===== config.mk =====
export PLATFORM = sky130hd
export DESIGN_NAME = cp0_exc_ctrl_flat
export DESIGN_NICKNAME = d
export VERILOG_FILES = /design/src/rtl/cp0_pkg.sv /design/src/rtl/cp0_exc_ctrl_if.sv /design/src/rtl/cp0_int_arbiter.sv /design/src/rtl/cp0_exc_ctrl.sv /design/src/flat_wrapper.sv
export SDC_FILE = /design/constraint.sdc
export NUM_CORES = 1
export LEC_CHECK = 0
export CELL_PAD_IN_SITES_DETAIL_PLACEMENT = 0
export CELL_PAD_IN_SITES_GLOBAL_PLACEMENT = 1
export CORE_MARGIN = 2
export CORE_UTILIZATION = 30
export DETAILED_ROUTE_END_ITERATION = 6
export HOLD_SLACK_MARGIN = 0.15
export PLACE_DENSITY = 0.85
export SYNTH_ARGS = -nofsm -noshare
export SYNTH_HDL_FRONTEND = slang
export SYNTH_SLANG_ARGS = --single-unit

===== constraint.sdc =====
create_clock -name clk -period 2.07 [get_ports clk]
set_input_delay 0.414 -clock clk [delete_from_list [all_inputs] [get_ports clk]]
set_output_delay 0.414 -clock clk [all_outputs]
set_load 0.01 [all_outputs]

===== src/rtl/cp0_pkg.sv =====
// -----------------------------------------------------------------------------
// cp0_pkg
// Shared definitions for the P7 coprocessor-0 exception controller:
// CP0 register numbers, ExcCode values, SR/Cause field positions and the
// fixed PRId / exception-vector constants.
// Optional feature macro used by the importing files: CP0_BADVADDR_EN.
// -----------------------------------------------------------------------------
package cp0_pkg;

    typedef enum logic [4:0] {
        CP0_BADVADDR = 5'd8,
        CP0_SR       = 5'd12,
        CP0_CAUSE    = 5'd13,
        CP0_EPC      = 5'd14,
        CP0_PRID     = 5'd15
    } cp0_reg_e;

    localparam logic [4:0] EXC_INT  = 5'd0;
    localparam logic [4:0] EXC_ADEL = 5'd4;
    localparam logic [4:0] EXC_ADES = 5'd5;
    localparam logic [4:0] EXC_RI   = 5'd10;
    localparam logic [4:0] EXC_OV   = 5'd12;

    localparam int SR_IE        = 0;
    localparam int SR_EXL       = 1;
    localparam int SR_IM_LO     = 10;
    localparam int CAUSE_EXC_LO = 2;
    localparam int CAUSE_IP_LO  = 10;
    localparam int CAUSE_BD     = 31;

    localparam logic [31:0] PRID_VAL       = 32'h2018_0039;
    localparam logic [31:0] HANDLER_PC_VAL = 32'h0000_4180;

endpackage


===== src/rtl/cp0_exc_ctrl_if.sv =====
// -----------------------------------------------------------------------------
// cp0_exc_ctrl_if
// Pipeline <-> CP0 bundle. The pipeline (master) presents the committing
// instruction's PC/BD/exception status, interrupt lines and mtc0/mfc0/eret
// requests; CP0 (slave) returns read data, EPC, the flush/redirect request,
// the handler address and the current EXL bit.
// badvaddr_i exists only when CP0_BADVADDR_EN is defined.
// -----------------------------------------------------------------------------
interface cp0_exc_ctrl_if;
    logic [31:0] pc_i;
    logic        bd_i;
    logic        exc_i;
    logic [4:0]  exc_code_i;
    logic [5:0]  hw_int_i;
    logic        we_i;
    logic [4:0]  addr_i;
    logic [31:0] wdata_i;
    logic        eret_i;
`ifdef CP0_BADVADDR_EN
    logic [31:0] badvaddr_i;
`endif
    logic [31:0] rdata_o;
    logic [31:0] epc_o;
    logic        int_req_o;
    logic [31:0] handler_pc_o;
    logic        exl_o;

    modport master (
        output pc_i, bd_i, exc_i, exc_code_i, hw_int_i,
               we_i, addr_i, wdata_i, eret_i,
`ifdef CP0_BADVADDR_EN
               badvaddr_i,
`endif
        input  rdata_o, epc_o, int_req_o, handler_pc_o, exl_o
    );

    modport slave (
        input  pc_i, bd_i, exc_i, exc_code_i, hw_int_i,
               we_i, addr_i, wdata_i, eret_i,
`ifdef CP0_BADVADDR_EN
               badvaddr_i,
`endif
        output rdata_o, epc_o, int_req_o, handler_pc_o, exl_o
    );
endinterface


===== src/rtl/cp0_int_arbiter.sv =====
// -----------------------------------------------------------------------------
// cp0_int_arbiter
// Combinational request/priority logic. A request is raised when EXL is clear
// and either an enabled, unmasked interrupt line or a synchronous exception
// is pending. Interrupts take priority and record ExcCode 0.
// Ports: exl_i, ie_i, im_i[5:0], hw_int_i[5:0], exc_i, exc_code_i[4:0] in;
//        int_req_o, exc_code_o[4:0] out.
// -----------------------------------------------------------------------------
module cp0_int_arbiter
    import cp0_pkg::*;
(
    input  logic       exl_i,
    input  logic       ie_i,
    input  logic [5:0] im_i,
    input  logic [5:0] hw_int_i,
    input  logic       exc_i,
    input  logic [4:0] exc_code_i,
    output logic       int_req_o,
    output logic [4:0] exc_code_o
);
    logic int_pend;

    assign int_pend   = ie_i & (|(hw_int_i & im_i));
    assign int_req_o  = ~exl_i & (int_pend | exc_i);
    assign exc_code_o = int_pend ? EXC_INT : exc_code_i;
endmodule


===== src/rtl/cp0_exc_ctrl.sv =====
// -----------------------------------------------------------------------------
// cp0_exc_ctrl
// Coprocessor-0 exception controller for the P7 pipeline. Holds SR, Cause,
// EPC (and optionally BadVAddr), raises the flush/redirect request on a taken
// exception or interrupt, and services mtc0 / mfc0 / eret.
// Ports: clk, reset (async, active-low), bus (cp0_exc_ctrl_if.slave).
// Optional feature: CP0_BADVADDR_EN adds register 8 (BadVAddr), loaded on a
// taken AdEL/AdES exception; without it address 8 reads 0.
// -----------------------------------------------------------------------------
module cp0_exc_ctrl
    import cp0_pkg::*;
#(
    parameter logic [31:0] PRID       = PRID_VAL,
    parameter logic [31:0] HANDLER_PC = HANDLER_PC_VAL
) (
    input  logic                 clk,
    input  logic                 reset,
    cp0_exc_ctrl_if.slave        bus
);
    logic [5:0]  sr_im_q, sr_im_d;
    logic        sr_exl_q, sr_exl_d;
    logic        sr_ie_q, sr_ie_d;
    logic        cause_bd_q, cause_bd_d;
    logic [5:0]  cause_ip_q;
    logic [4:0]  cause_exc_q, cause_exc_d;
    logic [31:0] epc_q, epc_d;
`ifdef CP0_BADVADDR_EN
    logic [31:0] badvaddr_q, badvaddr_d;
`endif

    logic        arb_req;
    logic [4:0]  sel_code;
    logic        take;
    logic        wr_sr;
    logic        wr_epc;

    cp0_int_arbiter u_arb (
        .exl_i      (sr_exl_q),
        .ie_i       (sr_ie_q),
        .im_i       (sr_im_q),
        .hw_int_i   (bus.hw_int_i),
        .exc_i      (bus.exc_i),
        .exc_code_i (bus.exc_code_i),
        .int_req_o  (arb_req),
        .exc_code_o (sel_code)
    );

    // Registers are already cleared while reset is low, but a synchronous
    // exception could still raise a request, so gate it explicitly.
    assign take   = arb_req & reset;
    assign wr_sr  = bus.we_i & ~take & (bus.addr_i == CP0_SR);
    assign wr_epc = bus.we_i & ~take & (bus.addr_i == CP0_EPC);

    always_comb begin
        sr_im_d     = sr_im_q;
        sr_ie_d     = sr_ie_q;
        sr_exl_d    = sr_exl_q;
        cause_bd_d  = cause_bd_q;
        cause_exc_d = cause_exc_q;
        epc_d       = epc_q;
`ifdef CP0_BADVADDR_EN
        badvaddr_d  = badvaddr_q;
`endif
        if (take) begin
            sr_exl_d    = 1'b1;
            cause_bd_d  = bus.bd_i;
            cause_exc_d = sel_code;
            epc_d       = bus.bd_i ? (bus.pc_i - 32'd4) : bus.pc_i;
`ifdef CP0_BADVADDR_EN
            // sel_code is 0 when an interrupt won, so this is sync-only.
            if (sel_code == EXC_ADEL || sel_code == EXC_ADES)
                badvaddr_d = bus.badvaddr_i;
`endif
        end else begin
            if (wr_sr) begin
                sr_im_d  = bus.wdata_i[SR_IM_LO +: 6];
                sr_ie_d  = bus.wdata_i[SR_IE];
                sr_exl_d = bus.wdata_i[SR_EXL];
            end
            // eret overrides an EXL value written by mtc0 in the same cycle.
            if (bus.eret_i)
                sr_exl_d = 1'b0;
            if (wr_epc)
                epc_d = bus.wdata_i;
        end
    end

    always_ff @(posedge clk or negedge reset) begin
        if (!reset) begin
            sr_im_q     <= '0;
            sr_ie_q     <= 1'b0;
            sr_exl_q    <= 1'b0;
            cause_bd_q  <= 1'b0;
            cause_ip_q  <= '0;
            cause_exc_q <= '0;
            epc_q       <= '0;
`ifdef CP0_BADVADDR_EN
            badvaddr_q  <= '0;
`endif
        end else begin
            sr_im_q     <= sr_im_d;
            sr_ie_q     <= sr_ie_d;
            sr_exl_q    <= sr_exl_d;
            cause_bd_q  <= cause_bd_d;
            cause_ip_q  <= bus.hw_int_i;
            cause_exc_q <= cause_exc_d;
            epc_q       <= epc_d;
`ifdef CP0_BADVADDR_EN
            badvaddr_q  <= badvaddr_d;
`endif
        end
    end

    // mfc0 read of pre-edge register state.
    always_comb begin
        bus.rdata_o = '0;
        case (bus.addr_i)
            CP0_SR: begin
                bus.rdata_o[SR_IM_LO +: 6] = sr_im_q;
                bus.rdata_o[SR_EXL]        = sr_exl_q;
                bus.rdata_o[SR_IE]         = sr_ie_q;
            end
            CP0_CAUSE: begin
                bus.rdata_o[CAUSE_BD]            = cause_bd_q;
                bus.rdata_o[CAUSE_IP_LO +: 6]    = cause_ip_q;
                bus.rdata_o[CAUSE_EXC_LO +: 5]   = cause_exc_q;
            end
            CP0_EPC:      bus.rdata_o = epc_q;
            CP0_PRID:     bus.rdata_o = PRID;
`ifdef CP0_BADVADDR_EN
            CP0_BADVADDR: bus.rdata_o = badvaddr_q;
`endif
            default:      bus.rdata_o = '0;
        endcase
    end

    // Bypass lets an eret directly after an mtc0 EPC use the new value.
    assign bus.epc_o        = !reset ? 32'd0 :
                              (bus.we_i && bus.addr_i == CP0_EPC) ? bus.wdata_i : epc_q;
    assign bus.int_req_o    = take;
    assign bus.handler_pc_o = HANDLER_PC;
    assign bus.exl_o        = sr_exl_q;
endmodule

===== src/flat_wrapper.sv =====
// flat-port wrapper written by rule: the top's interface ports become plain ports
module cp0_exc_ctrl_flat import cp0_pkg::*;
#(
    parameter logic [31:0] PRID       = PRID_VAL,
    parameter logic [31:0] HANDLER_PC = HANDLER_PC_VAL
)
  (clk, reset, bus_pc_i, bus_bd_i, bus_exc_i, bus_exc_code_i, bus_hw_int_i, bus_we_i, bus_addr_i, bus_wdata_i, bus_eret_i, bus_rdata_o, bus_epc_o, bus_int_req_o, bus_handler_pc_o, bus_exl_o);
  cp0_exc_ctrl_if bus_i ();
  input  logic clk;
  input  logic reset;
  input wire logic [$bits(bus_i.pc_i)-1:0] bus_pc_i;
  input wire logic [$bits(bus_i.bd_i)-1:0] bus_bd_i;
  input wire logic [$bits(bus_i.exc_i)-1:0] bus_exc_i;
  input wire logic [$bits(bus_i.exc_code_i)-1:0] bus_exc_code_i;
  input wire logic [$bits(bus_i.hw_int_i)-1:0] bus_hw_int_i;
  input wire logic [$bits(bus_i.we_i)-1:0] bus_we_i;
  input wire logic [$bits(bus_i.addr_i)-1:0] bus_addr_i;
  input wire logic [$bits(bus_i.wdata_i)-1:0] bus_wdata_i;
  input wire logic [$bits(bus_i.eret_i)-1:0] bus_eret_i;
  output wire logic [$bits(bus_i.rdata_o)-1:0] bus_rdata_o;
  output wire logic [$bits(bus_i.epc_o)-1:0] bus_epc_o;
  output wire logic [$bits(bus_i.int_req_o)-1:0] bus_int_req_o;
  output wire logic [$bits(bus_i.handler_pc_o)-1:0] bus_handler_pc_o;
  output wire logic [$bits(bus_i.exl_o)-1:0] bus_exl_o;
  assign bus_i.pc_i = bus_pc_i;
  assign bus_i.bd_i = bus_bd_i;
  assign bus_i.exc_i = bus_exc_i;
  assign bus_i.exc_code_i = bus_exc_code_i;
  assign bus_i.hw_int_i = bus_hw_int_i;
  assign bus_i.we_i = bus_we_i;
  assign bus_i.addr_i = bus_addr_i;
  assign bus_i.wdata_i = bus_wdata_i;
  assign bus_i.eret_i = bus_eret_i;
  assign bus_rdata_o = bus_i.rdata_o;
  assign bus_epc_o = bus_i.epc_o;
  assign bus_int_req_o = bus_i.int_req_o;
  assign bus_handler_pc_o = bus_i.handler_pc_o;
  assign bus_exl_o = bus_i.exl_o;
  cp0_exc_ctrl #(.PRID(PRID), .HANDLER_PC(HANDLER_PC)) u_core (.clk(clk), .reset(reset), .bus(bus_i));
endmodule

==> metrics.md <==
| Metric | Value |
|---|---|
| Worst min path class | input port to async pin |
| # IOs | 184 |
| Vias | between 4000 and 5000 |
| Maximum fanout along the worst path | 5 |
| Final hold viol count | 0 |
| Minimum clock period | 2400 ps |
| Starting Density | 0.310 |
| Remaining DRCs | 0 |
| Synth Warn # | 0 |
| Final Util | 0.602 |
| CTS tree | yes |
| Leakage power | 0.00338 µW |
| Initial drt markers | 227 |
| EDFF count, synth | 0 |
| Die area | 13500 µm² |
| Fillers | 1042 |
| FF+latch count, synth | 52 |
| Vias in the first global route | ~4300 |
| # setup viols final | 50 |
| Worst skew pair latency | 290 ps |
| Cells after Synth | 387 |
| H-tree Lvls | 2 |
| Clock slew at reported path FFs | approximately 70 ps |
| Remaining Overflow, GRT | 0 |
| Slowest cell on crit path | nor3b_4 |
| Row cnt | 40 |
| Drt wl/cell | ~18 µm |
| Status | complete, but fails checks |
| Most common flop cell mapped by yosys | dfrtp_1 |
| Reg2reg start | u_core.sr_im_q[1]$_DFFE_PN0P_ |
| Initial antenna violation count | 0 |
| Setup slack after layout | -331 ps |
| Layout cell share with drive strength beyond 1 | 0.481 |
| Final nets | 793 |
| Peak supply drop | 0.000358 V |
| Clock power share | 0.204 |
| CP Buf/Inv Count | 6 |
| Area Overhead vs Synth | 93.9% |
| N_diodes | 0 |
| Dpl hpwl | 10400 µm |
| Pwr dens | 556 nW/µm² |
| First-pass GRT wire length | 22800 µm |
| Deepest clock path buffer count | 2 |
| Total CTS buffers | 5 |
| Worst path max stage delay | 270 ps |
| Post-Place Setup Slack | -922 ps |
| Post-route ant nets | 0 |
| Routed WL | 15300 µm |
| Worst Setup SP | bus_addr_i[4] |
| Critical path cell sequence | buf_6 -> nand4b_1 -> nor3b_4 -> buf_6 -> buf_12 -> buf_12 -> buf_12 -> mux2i_4 -> nor2b_1 -> buf_2 |
| CORE AREA | 12200 µm² |
| RSZ-0062 raised after global routing | true |
| Cell area after synthesis | between 3000 and 4000 µm² |
| Failing checks | setup timing |
| Library cells used by synthesis | 46 |
| Die Ht | 116 µm |
| Register area share after synthesis | 0.345 |
| Tot Pwr | a little over 4000 µW |
| Fmax | 0.416 GHz |
| Critical Path RT | 1660 ps |
| MaxCap Viol Count | 0 |
| Worst Path Arrival | around 2000 ps |
| Clock Sinks | 52 |
| Critical setup path kind | input port to output pin |
| P_int | ~2800 µW |
| Slew Viols, Final | 0 |
| Via/cell ratio | 4.63 |
| Largest net degree at the start of global routing | 29 |
| Family with the most delay on the worst path | buffers and inverters |
| Die X-Extent | ~120 µm |
| Port Buf Inserts | 151 |
| Mapped Avg Cell Area | ~9.8 µm² |
| Startpoint Class | input port |
| Clock Tree Root | clkbuf_16 |
| Comb power frac | 0.441 |
| Drt pass-1 iters | 4 |
| Async SR Flop Fraction | 1.00 |
| Psw | 1290 µW |
| Clock skew | 5.58 ps |
| Sw Ratio | 0.316 |
| CP dominant cell by count | buf_12 |
| Crit end category | output pin |
| Reg power frac | 0.355 |
| GPL Wtd Cong | 0.851 |
| Tot GR Track Use | 0.221 |
| Period utilization | 1.16 |
-- timing repair --
action                                  in CTS  in global routing
hold buffers                                 1                  0
hold endpoints to repair                    26                  0
buffers inserted                            58                 18
resized for setup                          356                 60
endpoints found under the setup margin      82                 91
pin swaps                                   15                 13
cloned                                       7                  0
-- placed cells by master (no fill, tap or decap), drive strengths merged, types with 9 or more instances in the layout --
cell and count:
buf 244, clkdlybuf4s50 68, mux2i 54, dfrtp 52, nor2b 33, conb 32, nor2 30, xnor2 20
nand2 18, nor4 16, and2 15, inv 11, clkbuf 10, a22o 9, a21oi 9
-- kinds of logic after synthesis --
kind of cell               share of synthesized area
AOI/OAI and AO/OA                             0.0719
xor gates and xnor gates                      0.0627
adders and majority gates                    0.00332
buffers and inverters                          0.101
DFF                                            0.345
muxes                                          0.167
other                                        0.00199
and+or+nand+nor                                0.247
-- final timing paths --
path	endpoint	slack [ps]	depth (start not counted)
max	bus_epc_o[22]	-330	10
min	u_core.epc_q[5]$_DFFE_PN0P_	190	2
max reg2reg	u_core.sr_im_q[0]$_DFFE_PN0P_	160	8
min reg2reg	u_core.cause_bd_q$_DFFE_PN0N_	510	1
max in group asynchronous	u_core.cause_bd_q$_DFFE_PN0N_	1480	3
min in group clk	u_core.cause_ip_q[3]$_DFF_PN0_	320	1
-- state kept, by name (all words and copies together) (netlist names) --
name and flops:
u_core.cause_ip_q 6, u_core.epc_q 32, u_core.sr_im_q 6, u_core.bus.exl_o 1, u_core.cause_exc_q 5, u_core.sr_ie_q 1
u_core.cause_bd_q 1
-- through the flow --
stage	area (µm²)	std cells	TNS, ps	hold slack, ps
5_1_grt	7320	875	-10930	184
3_3_place_gp	6110	791	-52910	419
2_1_floorplan	3890	417	0	118
6_report	7320	875	-9030	185
4_1_cts	7030	864	-11360	170
3_5_place_dp	6110	791	-59490	422
-- power groups by stage --
stage                     clock network (µW)  registers (µW)  logic (µW)
after floorplan                            0            1330         587
after global placement                     0            1360        1330
after detailed placement                   0            1380        1360
after CTS                                853            1410        1630
after global routing                     887            1460        1920
final                                    832            1440        1790
-- cells in the mapped netlist, drive strengths merged (3+ instances only) --
library cell / number / area share
a21oi: 9 / 0.012
a222oi: 6 / 0.016
a22o: 9 / 0.021
a22oi: 3 / 0.0060
and2: 15 / 0.025
buf: 43 / 0.082
clkbuf: 8 / 0.0080
dfrtp: 52 / 0.34
inv: 11 / 0.011
mux2: 8 / 0.024
mux2i: 54 / 0.14
nand2: 18 / 0.020
nand3: 4 / 0.0053
nand4b: 3 / 0.011
nor2: 30 / 0.031
nor2b: 33 / 0.055
nor3: 7 / 0.011
nor4: 16 / 0.052
o21ai: 7 / 0.0093
or3: 3 / 0.0063
xnor2: 20 / 0.046
xor2: 7 / 0.016
-- area by class of cell --
| type | count | area, µm² | area share |
|---|---|---|---|
| multi-input combinational | 304 | 2760 | 0.377 |
| timing repair buffer | 332 | 2860 | 0.391 |
| clock buffer | 6 | 129 | 0.0176 |
| tap | 168 | 210 | 0.0287 |
| inverter | 11 | 41.3 | 0.00564 |
| clock inverter | 2 | 16.3 | 0.00222 |
| sequential | 52 | 1300 | 0.178 |
-- metal layers --
| layer | wire [µm] | GRT usage |
|---|---|---|
| met2 | 8070 | 0.408 |
| met5 | 0 | 0 |
| met3 | 805 | 0.0368 |
| met1 | 6260 | 0.273 |
| met4 | 205 | 0.0405 |
(Power assumes the default switching activity.)
